**config.mk**
```make
export PLATFORM = sky130hd
export DESIGN_NAME = imem_ctrl_flat
export DESIGN_NICKNAME = d
export VERILOG_FILES = /design/src/rtl/imem_pkg.sv /design/src/rtl/imem_ctrl_if.sv /design/src/rtl/imem_ctrl.sv /design/src/flat_wrapper.sv
export SDC_FILE = /design/constraint.sdc
export NUM_CORES = 1
export LEC_CHECK = 0
export BUFFER_PORTS_ARGS = -buffer_cell sky130_fd_sc_hd__buf_2
export CAP_MARGIN = 20
export CORE_MARGIN = 5
export CORE_UTILIZATION = 30
export CTS_BUF_LIST = sky130_fd_sc_hd__clkbuf_4
export DETAILED_ROUTE_END_ITERATION = 8
export MAX_ROUTING_LAYER = met4
export PLACE_DENSITY = 0.74
export SLEW_MARGIN = 20
export SYNTH_ARGS = -nofsm -noshare
export SYNTH_HDL_FRONTEND = slang
export SYNTH_SLANG_ARGS = --single-unit
```
**constraint.sdc**
```tcl
create_clock -name clk -period 1.45 [get_ports clk]
set_input_delay 0.2175 -clock clk [delete_from_list [all_inputs] [get_ports clk]]
set_output_delay 0.2175 -clock clk [all_outputs]
set_load 0.01 [all_outputs]
```
**src/rtl/imem_pkg.sv**
```systemverilog
// Shared types and constants for the instruction-memory controller.
// Word depth, fill word, fetch sentinel and FSM state encoding live here.
package imem_pkg;

    localparam int unsigned SIZE          = 128;
    localparam int unsigned AW            = $clog2(SIZE);
    localparam logic [31:0] NOP           = 32'h0000_0013;
    localparam logic [31:0] SENTINEL_ADDR = 32'hFFFF_FFFC;

    typedef enum logic [1:0] {
        FILL = 2'd0,
        LOAD = 2'd1,
        RUN  = 2'd2
    } state_e;

    function automatic logic [AW-1:0] word_idx(input logic [31:0] byte_addr);
        return byte_addr[AW+1:2];
    endfunction

    function automatic logic is_oob(input logic [31:0] byte_addr);
        return |byte_addr[31:AW+2];
    endfunction

endpackage

```
**src/rtl/imem_ctrl_if.sv**
```systemverilog
// Bundle of fetch, loader and RAM-side signals around imem_ctrl.
// The controller takes the slave view; the surrounding pipeline/loader/RAM take master.
interface imem_ctrl_if
    import imem_pkg::*;
();

    logic          if_req;
    logic [31:0]   if_addr;
    logic          if_rvalid;
    logic [31:0]   if_rdata;
    logic          cpu_run;
    logic          ld_start;
    logic          ld_valid;
    logic          ld_ready;
    logic [31:0]   ld_data;
    logic          ld_last;
    logic          mem_en;
    logic          mem_we;
    logic [AW-1:0] mem_addr;
    logic [31:0]   mem_wdata;
    logic [31:0]   mem_rdata;
    logic          oob_err;

    modport master (
        output if_req, if_addr, ld_start, ld_valid, ld_data, ld_last, mem_rdata,
        input  if_rvalid, if_rdata, cpu_run, ld_ready,
        input  mem_en, mem_we, mem_addr, mem_wdata, oob_err
    );

    modport slave (
        input  if_req, if_addr, ld_start, ld_valid, ld_data, ld_last, mem_rdata,
        output if_rvalid, if_rdata, cpu_run, ld_ready,
        output mem_en, mem_we, mem_addr, mem_wdata, oob_err
    );

endinterface

```
**src/rtl/imem_ctrl.sv**
```systemverilog
// Instruction-memory sequencer: clears RAM to NOP, loads a program, then serves fetches.
// Define IMEM_BOUNDS_CHK_EN to reject fetches beyond the array with an oob_err pulse.
module imem_ctrl
    import imem_pkg::*;
(
    input  logic       clk,
    input  logic       rst_n,
    imem_ctrl_if.slave bus
);

    state_e        r_state;
    logic [AW-1:0] r_cnt;
    logic          r_pend_rd;
    logic          r_pend_hold;
    logic          r_pend_oob;
    logic [31:0]   r_rdata;
    logic          r_rvalid;
    logic          r_oob_err;

    logic          w_cnt_last;
    logic          w_sentinel;
    logic          w_fetch;
    logic          w_oob;
    logic          w_rd;
    logic          w_mem_en;
    logic          w_mem_we;
    logic [AW-1:0] w_mem_addr;
    logic [31:0]   w_mem_wdata;

    assign w_cnt_last = (r_cnt == {AW{1'b1}});
    assign w_sentinel = (bus.if_addr == SENTINEL_ADDR);
    assign w_fetch    = (r_state == RUN) && bus.if_req;

`ifdef IMEM_BOUNDS_CHK_EN
    assign w_oob = is_oob(bus.if_addr);
`else
    assign w_oob = 1'b0;
`endif

    assign w_rd = w_fetch && !w_sentinel && !w_oob;

    // RAM port steering; held idle while reset is asserted so the first write lands after release
    always_comb begin
        w_mem_en    = 1'b0;
        w_mem_we    = 1'b0;
        w_mem_addr  = {AW{1'b0}};
        w_mem_wdata = 32'h0000_0000;
        if (!rst_n) begin
            w_mem_en = 1'b0;
        end else begin
            case (r_state)
                FILL: begin
                    w_mem_en    = 1'b1;
                    w_mem_we    = 1'b1;
                    w_mem_addr  = r_cnt;
                    w_mem_wdata = NOP;
                end
                LOAD: begin
                    w_mem_en    = bus.ld_valid;
                    w_mem_we    = bus.ld_valid;
                    w_mem_addr  = r_cnt;
                    w_mem_wdata = bus.ld_data;
                end
                RUN: begin
                    w_mem_en   = w_rd;
                    w_mem_we   = 1'b0;
                    w_mem_addr = word_idx(bus.if_addr);
                end
                default: begin
                    w_mem_en = 1'b0;
                end
            endcase
        end
    end

    // Sequencer state plus the one-deep fetch response pipeline
    always_ff @(posedge clk or negedge rst_n) begin
        if (!rst_n) begin
            r_state     <= FILL;
            r_cnt       <= {AW{1'b0}};
            r_pend_rd   <= 1'b0;
            r_pend_hold <= 1'b0;
            r_pend_oob  <= 1'b0;
            r_rdata     <= NOP;
            r_rvalid    <= 1'b0;
            r_oob_err   <= 1'b0;
        end else begin
            // Responses retire regardless of state so a read issued alongside ld_start completes
            r_rvalid  <= r_pend_rd | r_pend_hold | r_pend_oob;
            r_oob_err <= r_pend_oob;
            if (r_pend_rd) begin
                r_rdata <= bus.mem_rdata;
            end else if (r_pend_oob) begin
                r_rdata <= NOP;
            end

            r_pend_rd   <= w_rd;
            r_pend_hold <= w_fetch && w_sentinel;
            r_pend_oob  <= w_fetch && !w_sentinel && w_oob;

            if (bus.ld_start) begin
                r_state <= FILL;
                r_cnt   <= {AW{1'b0}};
            end else begin
                case (r_state)
                    FILL: begin
                        if (w_cnt_last) begin
                            r_state <= LOAD;
                            r_cnt   <= {AW{1'b0}};
                        end else begin
                            r_cnt <= r_cnt + 1'b1;
                        end
                    end
                    LOAD: begin
                        if (bus.ld_valid) begin
                            r_cnt <= r_cnt + 1'b1;
                            if (bus.ld_last || w_cnt_last) begin
                                r_state <= RUN;
                            end
                        end
                    end
                    RUN: begin
                        r_state <= RUN;
                    end
                    default: begin
                        r_state <= FILL;
                        r_cnt   <= {AW{1'b0}};
                    end
                endcase
            end
        end
    end

    assign bus.cpu_run   = (r_state == RUN);
    assign bus.ld_ready  = (r_state == LOAD);
    assign bus.if_rvalid = r_rvalid;
    assign bus.if_rdata  = r_rdata;
    assign bus.oob_err   = r_oob_err;
    assign bus.mem_en    = w_mem_en;
    assign bus.mem_we    = w_mem_we;
    assign bus.mem_addr  = w_mem_addr;
    assign bus.mem_wdata = w_mem_wdata;

endmodule

```
**src/flat_wrapper.sv**
```systemverilog
// flat-port wrapper written by rule: the top's interface ports become plain ports
module imem_ctrl_flat import imem_pkg::*;
  (clk, rst_n, bus_if_req, bus_if_addr, bus_ld_start, bus_ld_valid, bus_ld_data, bus_ld_last, bus_mem_rdata, bus_if_rvalid, bus_if_rdata, bus_cpu_run, bus_ld_ready, bus_mem_en, bus_mem_we, bus_mem_addr, bus_mem_wdata, bus_oob_err);
  imem_ctrl_if bus_i ();
  input  logic clk;
  input  logic rst_n;
  input wire logic [$bits(bus_i.if_req)-1:0] bus_if_req;
  input wire logic [$bits(bus_i.if_addr)-1:0] bus_if_addr;
  input wire logic [$bits(bus_i.ld_start)-1:0] bus_ld_start;
  input wire logic [$bits(bus_i.ld_valid)-1:0] bus_ld_valid;
  input wire logic [$bits(bus_i.ld_data)-1:0] bus_ld_data;
  input wire logic [$bits(bus_i.ld_last)-1:0] bus_ld_last;
  input wire logic [$bits(bus_i.mem_rdata)-1:0] bus_mem_rdata;
  output wire logic [$bits(bus_i.if_rvalid)-1:0] bus_if_rvalid;
  output wire logic [$bits(bus_i.if_rdata)-1:0] bus_if_rdata;
  output wire logic [$bits(bus_i.cpu_run)-1:0] bus_cpu_run;
  output wire logic [$bits(bus_i.ld_ready)-1:0] bus_ld_ready;
  output wire logic [$bits(bus_i.mem_en)-1:0] bus_mem_en;
  output wire logic [$bits(bus_i.mem_we)-1:0] bus_mem_we;
  output wire logic [$bits(bus_i.mem_addr)-1:0] bus_mem_addr;
  output wire logic [$bits(bus_i.mem_wdata)-1:0] bus_mem_wdata;
  output wire logic [$bits(bus_i.oob_err)-1:0] bus_oob_err;
  assign bus_i.if_req = bus_if_req;
  assign bus_i.if_addr = bus_if_addr;
  assign bus_i.ld_start = bus_ld_start;
  assign bus_i.ld_valid = bus_ld_valid;
  assign bus_i.ld_data = bus_ld_data;
  assign bus_i.ld_last = bus_ld_last;
  assign bus_i.mem_rdata = bus_mem_rdata;
  assign bus_if_rvalid = bus_i.if_rvalid;
  assign bus_if_rdata = bus_i.if_rdata;
  assign bus_cpu_run = bus_i.cpu_run;
  assign bus_ld_ready = bus_i.ld_ready;
  assign bus_mem_en = bus_i.mem_en;
  assign bus_mem_we = bus_i.mem_we;
  assign bus_mem_addr = bus_i.mem_addr;
  assign bus_mem_wdata = bus_i.mem_wdata;
  assign bus_oob_err = bus_i.oob_err;
  imem_ctrl u_core (.clk(clk), .rst_n(rst_n), .bus(bus_i));
endmodule
```
# Yosys cells after proc, flatten, opt, wreduce, memory -nomap -nowiden
# Cells that the tools add are included.
word_totals:
  regBits: 44
  inputBits: 102
  out_inout_bits: 77
op_classes:
  n_eq_ne: 8
  n_reduce_logical: 9
  muxes: 18
  bitwise_logic: 1
  n_addsub: 1
op_table:
  columns: ["cell", "count"]
  rows:
  - ["32-bit two-way mux", 2]
  - ["32-bit case mux with 2 select lines", 1]
  - ["32-bit equality test (second input constant)", 1]
  - ["7-bit two-way mux", 4]
  - ["7-bit case mux with 3 select lines", 1]
  - ["7-bit case mux with 2 select lines", 1]
  - ["2-bit two-way mux", 4]
  - ["7-bit by 1-bit adder with 7-bit output (second input constant)", 1]
  - ["7-bit equality test (second input constant)", 1]
  - ["3-bit by 2-bit != test with 1-bit output (second input constant)", 2]
  - ["2-bit case mux with 3 select lines", 1]
  - ["1-bit logical AND", 3]
  - ["3-bit != test (second input constant)", 1]
  - ["1-bit case mux with 3 select lines", 1]
  - ["3-bit AND reduction", 1]
  - ["2-bit by 1-bit equality test with 1-bit output (second input constant)", 1]
  - ["2-bit equality test (second input constant)", 1]
  - ["2-bit zero test", 1]
  - ["1-bit two-way mux", 2]
  - ["2-bit != test (second input constant)", 1]
  - ["1-bit case mux with 2 select lines", 1]
  - ["2-bit AND reduction", 1]
  - ["2-bit OR reduction", 1]
  - ["1-bit zero test", 1]
  - ["2 further kinds", 2]

# Logic depth before layout (Yosys ltp)
# Gate-level depths: netlist (run 1).
logic_depth:
  depth_word: 6
  ltp_mapped: 8
  mapped_depth_nobuf: 6

# Worst setup path after synthesis (run 1)
# Ideal clock, no wire load.
synth_timing:
  path_type: "register to output"
  startpoint: "register u_core.r_state[1]"
  endpoint: "output port bus_mem_addr[6]"
  arrival_ps: 1441
  slack_ps: -208
  path_buffers: 2
  stages_incl_launch_ff: 8
  t_required_ps: 1233
  path_cell_list: "dfrtp_1 -> inv_1 -> ha_1 -> buf_6 -> or2_2 -> clkbuf_1 -> a22oi_1 -> nor2_1"
synth_via:
  elab_chain_cells: 4
synth_lines:
  columns: ["element", "line_no", "text"]
  rows:
  - ["start, declared", "imem_ctrl.sv:11", "state_e r_state;"]
  - ["start signal, assigned", "imem_ctrl.sv:79", "r_state <= FILL;"]
  - ["start signal, assigned", "imem_ctrl.sv:102", "r_state <= FILL;"]
  - ["start signal, assigned", "imem_ctrl.sv:108", "r_state <= LOAD;"]
  - ["2-bit by 1-bit equality test with 1-bit output", null, null]
  - ["net bus_ld_ready", "flat_wrapper.sv:17", "output wire logic [$bits(bus_i.ld_ready)-1:0] bus_ld_ready;"]
  - ["2-bit OR reduction (no line)", null, null]
  - ["7-bit case mux with 2 select lines", "imem_ctrl.sv:51", "case (r_state)"]
  - ["7-bit two-way mux", "imem_ctrl.sv:48", "if (!rst_n) begin"]
  - ["end, declared", "flat_wrapper.sv:20", "output wire logic [$bits(bus_i.mem_addr)-1:0] bus_mem_addr;"]
# The timed path passes the listed nets, and every way through them passes these cells.

# Worst setup path after layout (run 1)
layout_timing:
  startpoint: "register u_core.r_state[1]"
  endpoint: "output port bus_mem_addr[0]"
layout_via:
  elab_chain_cells: 4
layout_lines:
  columns: ["element", "line_no"]
  rows:
  - ["2-bit by 1-bit equality test with 1-bit output / 2-bit zero test (equally long branches)", "imem_ctrl.sv:51"]
  - ["2-bit OR reduction (no line)", null]
  - ["7-bit case mux with 2 select lines *", "imem_ctrl.sv:51"]
  - ["7-bit two-way mux *", "imem_ctrl.sv:48"]
# Mark *: on every way between the ends. The rest lies on a longest branch, timed or not.

==> results.md, run 1 <==
- Slew Viols, Final: 0
- Final setup violation count: 52
- Drt total wl: 8010 um
- Critical-path cell list: inv_2, ha_4, or2_4, a22oi_2, nor2_2, buf_2
- Worst setup EP type: output pin
- Fin crit share: 132%
- Minimum clock period after layout: 1.91 ns
- Clk buf depth: 2
- Most common cell after layout, fill and taps aside: buf_2
- Final GP Congestion: 0.929
- Clock-pin slew on the worst setup and hold paths: 0.14 ns
- Crit path DAT: between 1.5 and 2 ns
- Area Growth Syn to Fin: 74.6%
- CTS tree: yes
- LEAKAGE: 0.00220 uW
- Worst vdd ir: 0.000434 V
- Clock Root Buffer: clkbuf_4
- Flip-flop and latch area: around 1100 sq um
- Syn Inst Count: 213
- DIE AREA: 9530 sq um
- CP Max Fanout: 7
- Die Y: 97.6 um
- GR Util All Layers: 16.2%
- Status: complete, but fails checks
- Syn nets: 320
- Antenna viol nets, final: 0
- Filler Cell Count: 716
- Hold Slack: between 0.015 and 0.02 ns
- Failing checks: negative setup slack
- First-pass GRT wire length: 12400 um
- Worst path bufs/invs: 2
- Via count: ~2400
- Max-Cap Viols: 0
- Number of antenna diodes: 0
- Mapped cell area: 2300 sq um
- Unrepaired setup endpoints after global routing: yes
- Final Core Density: 52.9%
- Rows: 32
- Die X: a little under 100 um
- CTS buffer count: 5
- Stages on worst setup path: 6
- Largest delay contributor family on the critical path: flip-flops
- I/O Buffers: 177
- Critical Path Start Type: flop
- WL per Instance: 15.4 um
- Drt pass-1 iters: 4
- Synth unique cells: 37
- Hold Vio Cnt, Final: 0
- DR iter-0 viols: 58
- CP required: 1.23 ns
- Later-pin clock latency in the skew report: approximately 0.36 ns
- Type of the worst min-delay path: input pin to asynchronous set/reset pin
- WS Path Type: flop to output pin
- H-tree depth: 2
- Total Nets Final: 524
- Number of synthesis warnings: 0
- Largest net degree at the start of global routing: 30
- Sequential area share after synthesis: between 40% and 50%
- Core box area: 7610 sq um
- Final setup skew: between 0.015 and 0.02 ns
- Fmax: approximately 0.52 GHz
- Register bit total from synthesis: 44
- Mean Syn Cell Area: 10.8 sq um
- Post-DP HPWL: 6150 um
- Total gr overflow: 0
- # DRC: 0
- Power Dens Cells: about 570 nW/um^2
- Number of global-route vias before repair: 2494
- Initial core utilization: 30.3%
- Post-DR vias/cell: 4.67
- Critical path's slowest cell: dfrtp_1
- CP peak stage delay: between 0.4 and 0.5 ns
- Most frequent cells in the layout: 164 x buf_2, 40 x dfrtp_1, 32 x mux2_2, 25 x buf_4, 17 x buf_6
- Register-to-Register Path Depth: 7
- Setup slack after layout: -0.459 ns
- Initial antenna violation count: 0
- CTS sink cnt: 44
- FF-to-FF setup slack: -0.18 ns
- Num ports: 179
- Fraction of layout cells with a size suffix above 1: between 70% and 80%
- Footprint of the multi-input gates: 1330 sq um
-- logic make-up (layout without fill, tap and decap cells) --
logic type                 count (synthesis)  after routing  synth area share [%]
AOI/OAI and AO/OA                         28             29                  8.15
adders and majority gates                  5              5                  2.72
buffers and inverters                     22            226                  4.51
DFF                                       44             44                  48.0
muxes                                     34             34                  16.5
other                                      1              1                 0.163
and+or+nand+nor                           79             79                  20.0
-- state kept, by name, summed over array words and instances (netlist names) --
name,count
u_core.bus.if_rdata,32
u_core.r_cnt,7
u_core.r_pend_hold,1
u_core.r_state,2
u_core.bus.if_rvalid,1
u_core.r_pend_rd,1
-- through the flow --
step	setup WS (ns)	power (uW)	instance area (sq um)	setup TNS [ns]	instances
3_5_place_dp	-0.150	1540	3520	-1.93	498
3_3_place_gp	-0.141	1520	3520	-0.953	498
4_1_cts	-0.456	2350	3820	-16.96	516
6_report	-0.459	2310	4020	-17.46	520
5_1_grt	-0.534	2440	4020	-21.12	520
2_1_floorplan	-0.133	1330	2410	-0.875	213
-- worst paths after layout --
check	startpoint	endpoint
max reg2reg	u_core.r_state[1]$_DFFE_PN0P_	u_core.r_cnt[5]$_DFFE_PN0P_
max	u_core.r_state[1]$_DFFE_PN0P_	bus_mem_addr[0]
min reg2reg	u_core.r_pend_hold$_DFF_PN0_	u_core.bus.if_rvalid$_DFF_PN0_
max in group asynchronous	rst_n	u_core.r_state[0]$_DFFE_PN0P_
min	rst_n	u_core.bus.if_rdata[25]$_DFFE_PN0P_
min in group clk	bus_mem_rdata[20]	u_core.bus.if_rdata[20]$_DFFE_PN0P_
-- power breakdown --
part,internal [uW],total (uW),switching (uW),leakage [uW]
Sequential,1230,1240,5.89,0.000600
Clock,369,782,413,0.0000418
Combinational,157,290,133,0.00156
-- cell usage after synthesis (all sizes together) --
cell type | instances | area share, %
nor2b | 4 | 1.1
a22oi | 7 | 2.3
a22o | 2 | 0.76
nand4b | 2 | 0.76
nor4 | 2 | 0.54
nor2 | 11 | 1.8
nand3 | 2 | 0.43
nand2b | 6 | 2.0
nand2 | 6 | 0.98
dfrtp | 41 | 45
o31ai | 1 | 0.33
a31o | 1 | 0.38
a21oi | 10 | 2.3
or2 | 2 | 0.54
o22a | 1 | 0.38
mux2 | 32 | 16
buf | 8 | 2.2
inv | 5 | 0.81
mux2i | 2 | 0.87
conb | 1 | 0.16
and3 | 29 | 7.9
dfstp | 3 | 3.4
nor3 | 3 | 0.65
nor3b | 1 | 0.33
o311a | 1 | 0.43
or3 | 3 | 0.81
nand4 | 7 | 1.9
clkbuf | 9 | 1.5
o2bb2ai | 1 | 0.38
or4 | 1 | 0.33
ha | 5 | 2.7
o21ai | 4 | 0.87
-- final cells by class --
class                      instances  area share, %
inverter                           5          0.653
sequential                        44           27.5
timing repair buffer             213           33.6
tap                              102           3.17
clock inverter                     3           1.15
clock buffer                       5          0.933
multi-input combinational        148           33.0
-- what timing repair did --
| item | in CTS | in global routing |
|---|---|---|
| hold buffers | 1 | 0 |
| endpoints found under the setup margin | 52 | 52 |
| resized for setup | 25 | 34 |
| setup buffers | 6 | 4 |
| pin swaps | 11 | 8 |
| gates cloned | 3 | 1 |
| endpoints found under the hold margin | 6 | 0 |
-- metal layers --
metal  wire (um)  global-route usage, %  part of all wire (%)
met3         426                   4.09                   5.3
met4         154                   4.26                   1.9
met1        2970                   17.2                    37
met2        4460                   29.8                    56
met5           0                      -                     0
(Power assumes the default switching activity.)
==> run 2: changes to the inputs <==
--- a/config.mk
+++ b/config.mk
@@ -12,7 +12,7 @@
 export CTS_BUF_LIST = sky130_fd_sc_hd__clkbuf_4
 export DETAILED_ROUTE_END_ITERATION = 8
 export MAX_ROUTING_LAYER = met4
-export PLACE_DENSITY = 0.74
+export PLACE_DENSITY = 0.72
 export SLEW_MARGIN = 20
 export SYNTH_ARGS = -nofsm -noshare
 export SYNTH_HDL_FRONTEND = slang
==> constraint.sdc (replaced) <==
create_clock -name clk -period 2.15 [get_ports clk]
set_input_delay 0.43 -clock clk [delete_from_list [all_inputs] [get_ports clk]]
set_output_delay 0.43 -clock clk [all_outputs]
set_load 0.01 [all_outputs]
==> results.md, run 2 (synthesis results as in run 1) <==
- Status: complete, no violations (was complete, but fails checks)
- Fraction of layout cells with a size suffix above 1: 65.1% (was 72.5%)
- Fmax: 0.468 GHz
- Hold-fix buffers, CTS: 0 (was 1)
- Die Y: 97.6 um (unchanged)
- CP peak stage delay: 0.47 ns (was 0.42 ns)
- Finished layout cell area: 3590 sq um (was 4020 sq um)
- Footprint of the multi-input gates: 1180 sq um (was 1330 sq um)
- Critical path's slowest cell: dfrtp_2 (was dfrtp_1)
- Minimum clock period after layout: 2.14 ns
- Final Core Density: 47.2% (was 52.9%)
- Largest delay contributor family on the critical path: flip-flops (unchanged)
- Die X: 97.6 um (unchanged)
- I/O Buffers: 177 (unchanged)
- Critical-path cell list: inv_4, buf_12, ha_4, buf_6, a22oi_2, nor2_1, buf_2 (was inv_2, ha_4, or2_4, a22oi_2, nor2_2, buf_2)
- Rows: 32 (unchanged)
- Slew margin rel.: about two thirds
- DR iter-0 viols: 64 (was 58)
- GR Util All Layers: 15.5% (was 16.2%)
- Critical Path Start Type: flop (unchanged)
- CTS sink cnt: 44 (unchanged)
- Crit path DAT: 1.71 ns (was 1.69 ns)
- # DRC: 0 (unchanged)
- Area Growth Syn to Fin: 55.9% (was 74.6%)
- Dpl cell area: 3320 sq um (was 3520 sq um)
- Number of global-route vias before repair: 2307 (was 2494)
- Flip-flop and latch area: 1110 sq um (unchanged)
- Post-DP HPWL: 6150 um (about the same)
- Total power: 1550 uW (was 2310 uW)
- Final GP Congestion: 0.856 (was 0.929)
- Initial antenna violation count: 0 (unchanged)
- Worst setup EP type: output pin (unchanged)
- Max reg flops: 32 (unchanged)
- Most frequent cells in the layout: 177 x buf_2, 40 x dfrtp_1, 32 x mux2_2, 29 x and3_1, 15 x buf_4 (was 164 x buf_2, 40 x dfrtp_1, 32 x mux2_2, 25 x buf_4, 17 x buf_6)
- Fin crit share: between 90% and 100%
- Total gr overflow: 0 (unchanged)
- Via count: 2324 (was 2429)
- Post-DR vias/cell: 4.62 (was 4.67)
- Core box area: 7610 sq um (unchanged)
- Later-pin clock latency in the skew report: 0.36 ns (about the same)
- WS Path Type: flop to output pin (unchanged)
- Total Nets Final: 507 (was 524)
- DIE AREA: 9530 sq um (unchanged)
- Drt pass-1 iters: 4 (unchanged)
- Drt total wl: 7660 um (was 8010 um)
- Power Dens Cells: 431 nW/um^2 (was 575 nW/um^2)
- CTS tree: yes (unchanged)
- Clock-pin slew on the worst setup and hold paths: 0.15 ns (was 0.14 ns)
- CP required: 1.72 ns (was 1.23 ns)
- Num ports: 179 (unchanged)
- Slew Viols, Final: 0 (unchanged)
- Post-Place Setup Slack: 0.179 ns (was -0.150 ns)
- Unrepaired setup endpoints after global routing: yes (unchanged)
- Hold Vio Cnt, Final: 0 (unchanged)
- CP Max Fanout: 7 (unchanged)
- Filler Cell Count: 755 (was 716)
- Worst path bufs/invs: 4 (was 2)
- Clock Root Buffer: clkbuf_4 (unchanged)
- Initial core utilization: 30.3% (unchanged)
- Max-Cap Viols: 0 (unchanged)
- Setup slack after layout: 0.0143 ns (was -0.459 ns)
- WL per Instance: 15.2 um (was 15.4 um)
- H-tree depth: 2 (unchanged)
- Final setup skew: 0.0234 ns (was 0.0166 ns)
- Most common cell after layout, fill and taps aside: buf_2 (unchanged)
- Antenna viol nets, final: 0 (unchanged)
- Clk buf depth: 2 (unchanged)
- Worst Max-Slew Pin Slew: 0.511 ns
- First-pass GRT wire length: 11700 um (was 12400 um)
- Largest net degree at the start of global routing: 42 (was 30)
- Setup TNS: 0 ns (was -17.46 ns)
- Type of the worst min-delay path: input pin to asynchronous set/reset pin (unchanged)
- CTS buffer count: 5 (unchanged)
- Final setup violation count: 0 (was 52)
- Worst vdd ir: 0.000221 V (was 0.000434 V)
- Number of antenna diodes: 0 (unchanged)
- LEAKAGE: 0.00211 uW (was 0.00220 uW)
==> run 2: final cells by class <==
cell class	count	area share (%)
multi-input combinational	147	32.9
clock buffer	5	1.04
inverter	5	0.592
sequential	44	30.8
tap	102	3.55
clock inverter	3	1.29
timing repair buffer	197	29.9
==> run 2: per-layer routing <==
layer	wire [um]	GRT usage, %	part of all wire (%)
met4	65	3.62	0.85
met3	452	4.38	5.9
met5	0	-	0
met2	4150	27.1	54
met1	3000	17.4	39
==> run 2: worst paths after layout <==
kind / from / end / slack [ns] / depth (start not counted)
max reg2reg: u_core.r_state[0]$_DFFE_PN0P_ / u_core.r_cnt[5]$_DFFE_PN0P_ / 0.15 / 9
min: rst_n / u_core.r_pend_hold$_DFF_PN0_ / 0.09 / 2
max: u_core.r_state[0]$_DFFE_PN0P_ / bus_mem_addr[3] / 0.01 / 7
max in group asynchronous: rst_n / u_core.bus.if_rdata[1]$_DFFE_PN1P_ / 1.58 / 2
min reg2reg: u_core.r_pend_hold$_DFF_PN0_ / u_core.bus.if_rvalid$_DFF_PN0_ / 0.46 / 1
min in group clk: bus_mem_rdata[7] / u_core.bus.if_rdata[7]$_DFFE_PN0P_ / 0.29 / 2
==> run 2: timing repair <==
item / in CTS / in global routing
resized for setup: 14 / 11
setup buffers: 1 / 9
pin swaps: 1 / 11
endpoints found under the setup margin: 35 / 8
endpoints found under the hold margin: 0 / 0
==> run 2: stage by stage <==
stage	cells	hold slack [ns]
finish	503	0.0946
global route	503	0.0863
CTS	494	0.0746
detailed placement	485	0.424
global placement	485	0.418
floorplan	213	0.134
==> run 2: report_power, final <==
| group | switching, uW | leakage (uW) | internal, uW | total [uW] |
|---|---|---|---|---|
| Sequential | 6.80 | 0.000600 | 832 | 839 |
| Clock | 291 | 0.0000418 | 249 | 540 |
| Combinational | 77.6 | 0.00147 | 92.2 | 170 |
==> run 3: changes to the inputs <==
--- a/config.mk
+++ b/config.mk
@@ -13,6 +13,7 @@
 export DETAILED_ROUTE_END_ITERATION = 8
 export MAX_ROUTING_LAYER = met4
 export PLACE_DENSITY = 0.72
+export REMOVE_ABC_BUFFERS = 1
 export SLEW_MARGIN = 20
 export SYNTH_ARGS = -nofsm -noshare
 export SYNTH_HDL_FRONTEND = slang
==> results.md, run 3 (synthesis results as in run 1) <==
- Status: complete, no violations (unchanged)
- Fraction of layout cells with a size suffix above 1: 63.8% (was 65.1%)
- CP peak stage delay: 0.44 ns (was 0.47 ns)
- Die Y: 97.6 um (unchanged)
- Via count: 2265 (was 2324)
- Worst setup EP type: output pin (unchanged)
- Worst vdd ir: 0.000229 V (was 0.000221 V)
- Crit path DAT: 1.70 ns (was 1.71 ns)
- Largest net degree at the start of global routing: 45 (was 42)
- GR Util All Layers: 15.0% (was 15.5%)
- Slew Viols, Final: 0 (unchanged)
- Initial core utilization: 30.3% (unchanged)
- Total Nets Final: 495 (was 507)
- Critical path's slowest cell: dfrtp_1 (was dfrtp_2)
- First-pass GRT wire length: 11500 um (was 11700 um)
- # DRC: 0 (unchanged)
- Clock Root Buffer: clkbuf_4 (unchanged)
- Initial antenna violation count: 0 (unchanged)
- Power Dens Cells: 409 nW/um^2 (was 431 nW/um^2)
- Max-Cap Viols: 0 (unchanged)
- LEAKAGE: 0.00203 uW (was 0.00211 uW)
- Final GP Congestion: 0.814 (was 0.856)
- Type of the worst min-delay path: input pin to asynchronous set/reset pin (unchanged)
- Fmax: 0.471 GHz (was 0.468 GHz)
- Hold Vio Cnt, Final: 0 (unchanged)
- CTS sink cnt: 44 (unchanged)
- Post-DP HPWL: 5690 um (was 6150 um)
- Total gr overflow: 0 (unchanged)
- Slew margin rel.: 62.5% (was 65.9%)
- Setup TNS: 0 ns (unchanged)
- Fin crit share: 98.9% (was 99.3%)
- Minimum clock period after layout: 2.13 ns (was 2.14 ns)
- Number of antenna diodes: 0 (unchanged)
- Critical-path cell list: inv_2, ha_4, or2_4, a22oi_2, nor2_1, buf_2 (was inv_4, buf_12, ha_4, buf_6, a22oi_2, nor2_1, buf_2)
- Die X: 97.6 um (unchanged)
- FF-to-FF setup slack: 0.28 ns (was 0.15 ns)
- CTS tree: yes (unchanged)
- DR iter-0 viols: 77 (was 64)
- Max reg flops: 32 (unchanged)
- Drt total wl: 7170 um (was 7660 um)
- Final Core Density: 45.4% (was 47.2%)
- Later-pin clock latency in the skew report: 0.34 ns (was 0.36 ns)
- Drt pass-1 iters: 4 (unchanged)
- H-tree depth: 2 (unchanged)
- Post-DR vias/cell: 4.61 (was 4.62)
- Worst path bufs/invs: 2 (was 4)
- CTS buffer count: 5 (unchanged)
- Area Growth Syn to Fin: 49.9% (was 55.9%)
- Clock-pin slew on the worst setup and hold paths: 0.13 ns (was 0.15 ns)
- CP required: 1.72 ns (about the same)
- Antenna viol nets, final: 0 (unchanged)
- Number of global-route vias before repair: 2315 (was 2307)
- Unrepaired setup endpoints after global routing: yes (unchanged)
- Most frequent cells in the layout: 177 x buf_2, 40 x dfrtp_1, 32 x mux2_2, 29 x and3_1, 11 x nor2_1 (was 177 x buf_2, 40 x dfrtp_1, 32 x mux2_2, 29 x and3_1, 15 x buf_4)
- Critical Path Start Type: flop (unchanged)
- Worst Max-Slew Pin Slew: 0.563 ns (was 0.511 ns)
- Largest delay contributor family on the critical path: flip-flops (unchanged)
- I/O Buffers: 177 (unchanged)
- WS Path Type: flop to output pin (unchanged)
- DIE AREA: 9530 sq um (unchanged)
- Final setup skew: 0.0116 ns (was 0.0234 ns)
- Final setup violation count: 0 (unchanged)
- Core box area: 7610 sq um (unchanged)
- Rows: 32 (unchanged)
- Most common cell after layout, fill and taps aside: buf_2 (unchanged)
- CP Max Fanout: 7 (unchanged)
- Num ports: 179 (unchanged)
- Clk buf depth: 2 (unchanged)
- WL per Instance: 14.6 um (was 15.2 um)
## run 3: cell count changes in the layout (fill, tap and decap cells not counted), moves of 2 or more
cell      previous run  this run
clkbuf_4             5         7
a22oi_2              5         7
buf_4               15         5
a22oi_1              2         0
## run 3: through the flow
stage          setup WS (ns)  power (uW)  cell area, sq um  cells  hold WS [ns]
6_report              0.0247        1410              3450    491         0.226
5_1_grt              -0.0892        1510              3450    491         0.247
4_1_cts              0.00152        1440              3370    490         0.216
3_5_place_dp           0.264        1010              3300    482         0.431
3_3_place_gp           0.264        1010              3300    482         0.425
2_1_floorplan         0.0814         884              2220    196         0.134
## run 3: worst reg2reg max path, stage by stage (launching register included)
cell      delay [ns]
dfrtp_1         0.44
inv_2           0.09
ha_4            0.17
buf_4           0.16
nand2b_4        0.07
a21oi_2         0.14
or4_1           0.55
a21oi_1         0.17
## run 3: area by class of cell
class / instances / area, sq um
Sequential cell: 44 / 1110
Tap cell: 102 / 128
Clock buffer: 7 / 52.6
Multi-Input combinational cell: 147 / 1180
Clock inverter: 1 / 5.00
Timing Repair Buffer: 185 / 966
Fill cell: 747 / 4150
Inverter: 5 / 18.8
## run 3: final timing paths
path                                               start                                  to  depth (start not counted)
setup / recovery           u_core.r_state[1]$_DFFE_PN0P_                     bus_mem_addr[5]                          6
hold / removal                                     rst_n       u_core.r_state[1]$_DFFE_PN0P_                          2
hold reg to reg             u_core.r_pend_hold$_DFF_PN0_      u_core.bus.if_rvalid$_DFF_PN0_                          1
max in group asynchronous                          rst_n  u_core.bus.if_rdata[4]$_DFFE_PN1P_                          2
min in group clk                        bus_mem_rdata[8]  u_core.bus.if_rdata[8]$_DFFE_PN0P_                          2
setup reg to reg           u_core.r_state[1]$_DFFE_PN0P_         u_core.r_cnt[5]$_DFFE_PN0P_                          7
## run 3: power breakdown
group / internal (uW) / total (uW) / switching [uW] / leakage, uW
clock: 153 / 410 / 257 / 0.0000361
sequential: 832 / 839 / 6.60 / 0.000600
combinational: 90.1 / 164 / 74.0 / 0.00139
## run 3: layer usage
layer	global-route usage, %	up-vias	part of all wire [%]
li1	-	1118	-
met5	-	-	0
met1	18.0	1078	40
met3	3.45	7	4.5
met2	25.8	62	55
met4	2.77	0	0.71
## run 3: repair_timing
| item | 4_1_cts | 5_1_grt |
|---|---|---|
| pin swaps | 1 | 7 |
| hold buffers | 0 | 0 |
| setup endpoints to repair | 8 | 39 |
| buffers inserted | 0 | 1 |
| resized for setup | 6 | 15 |
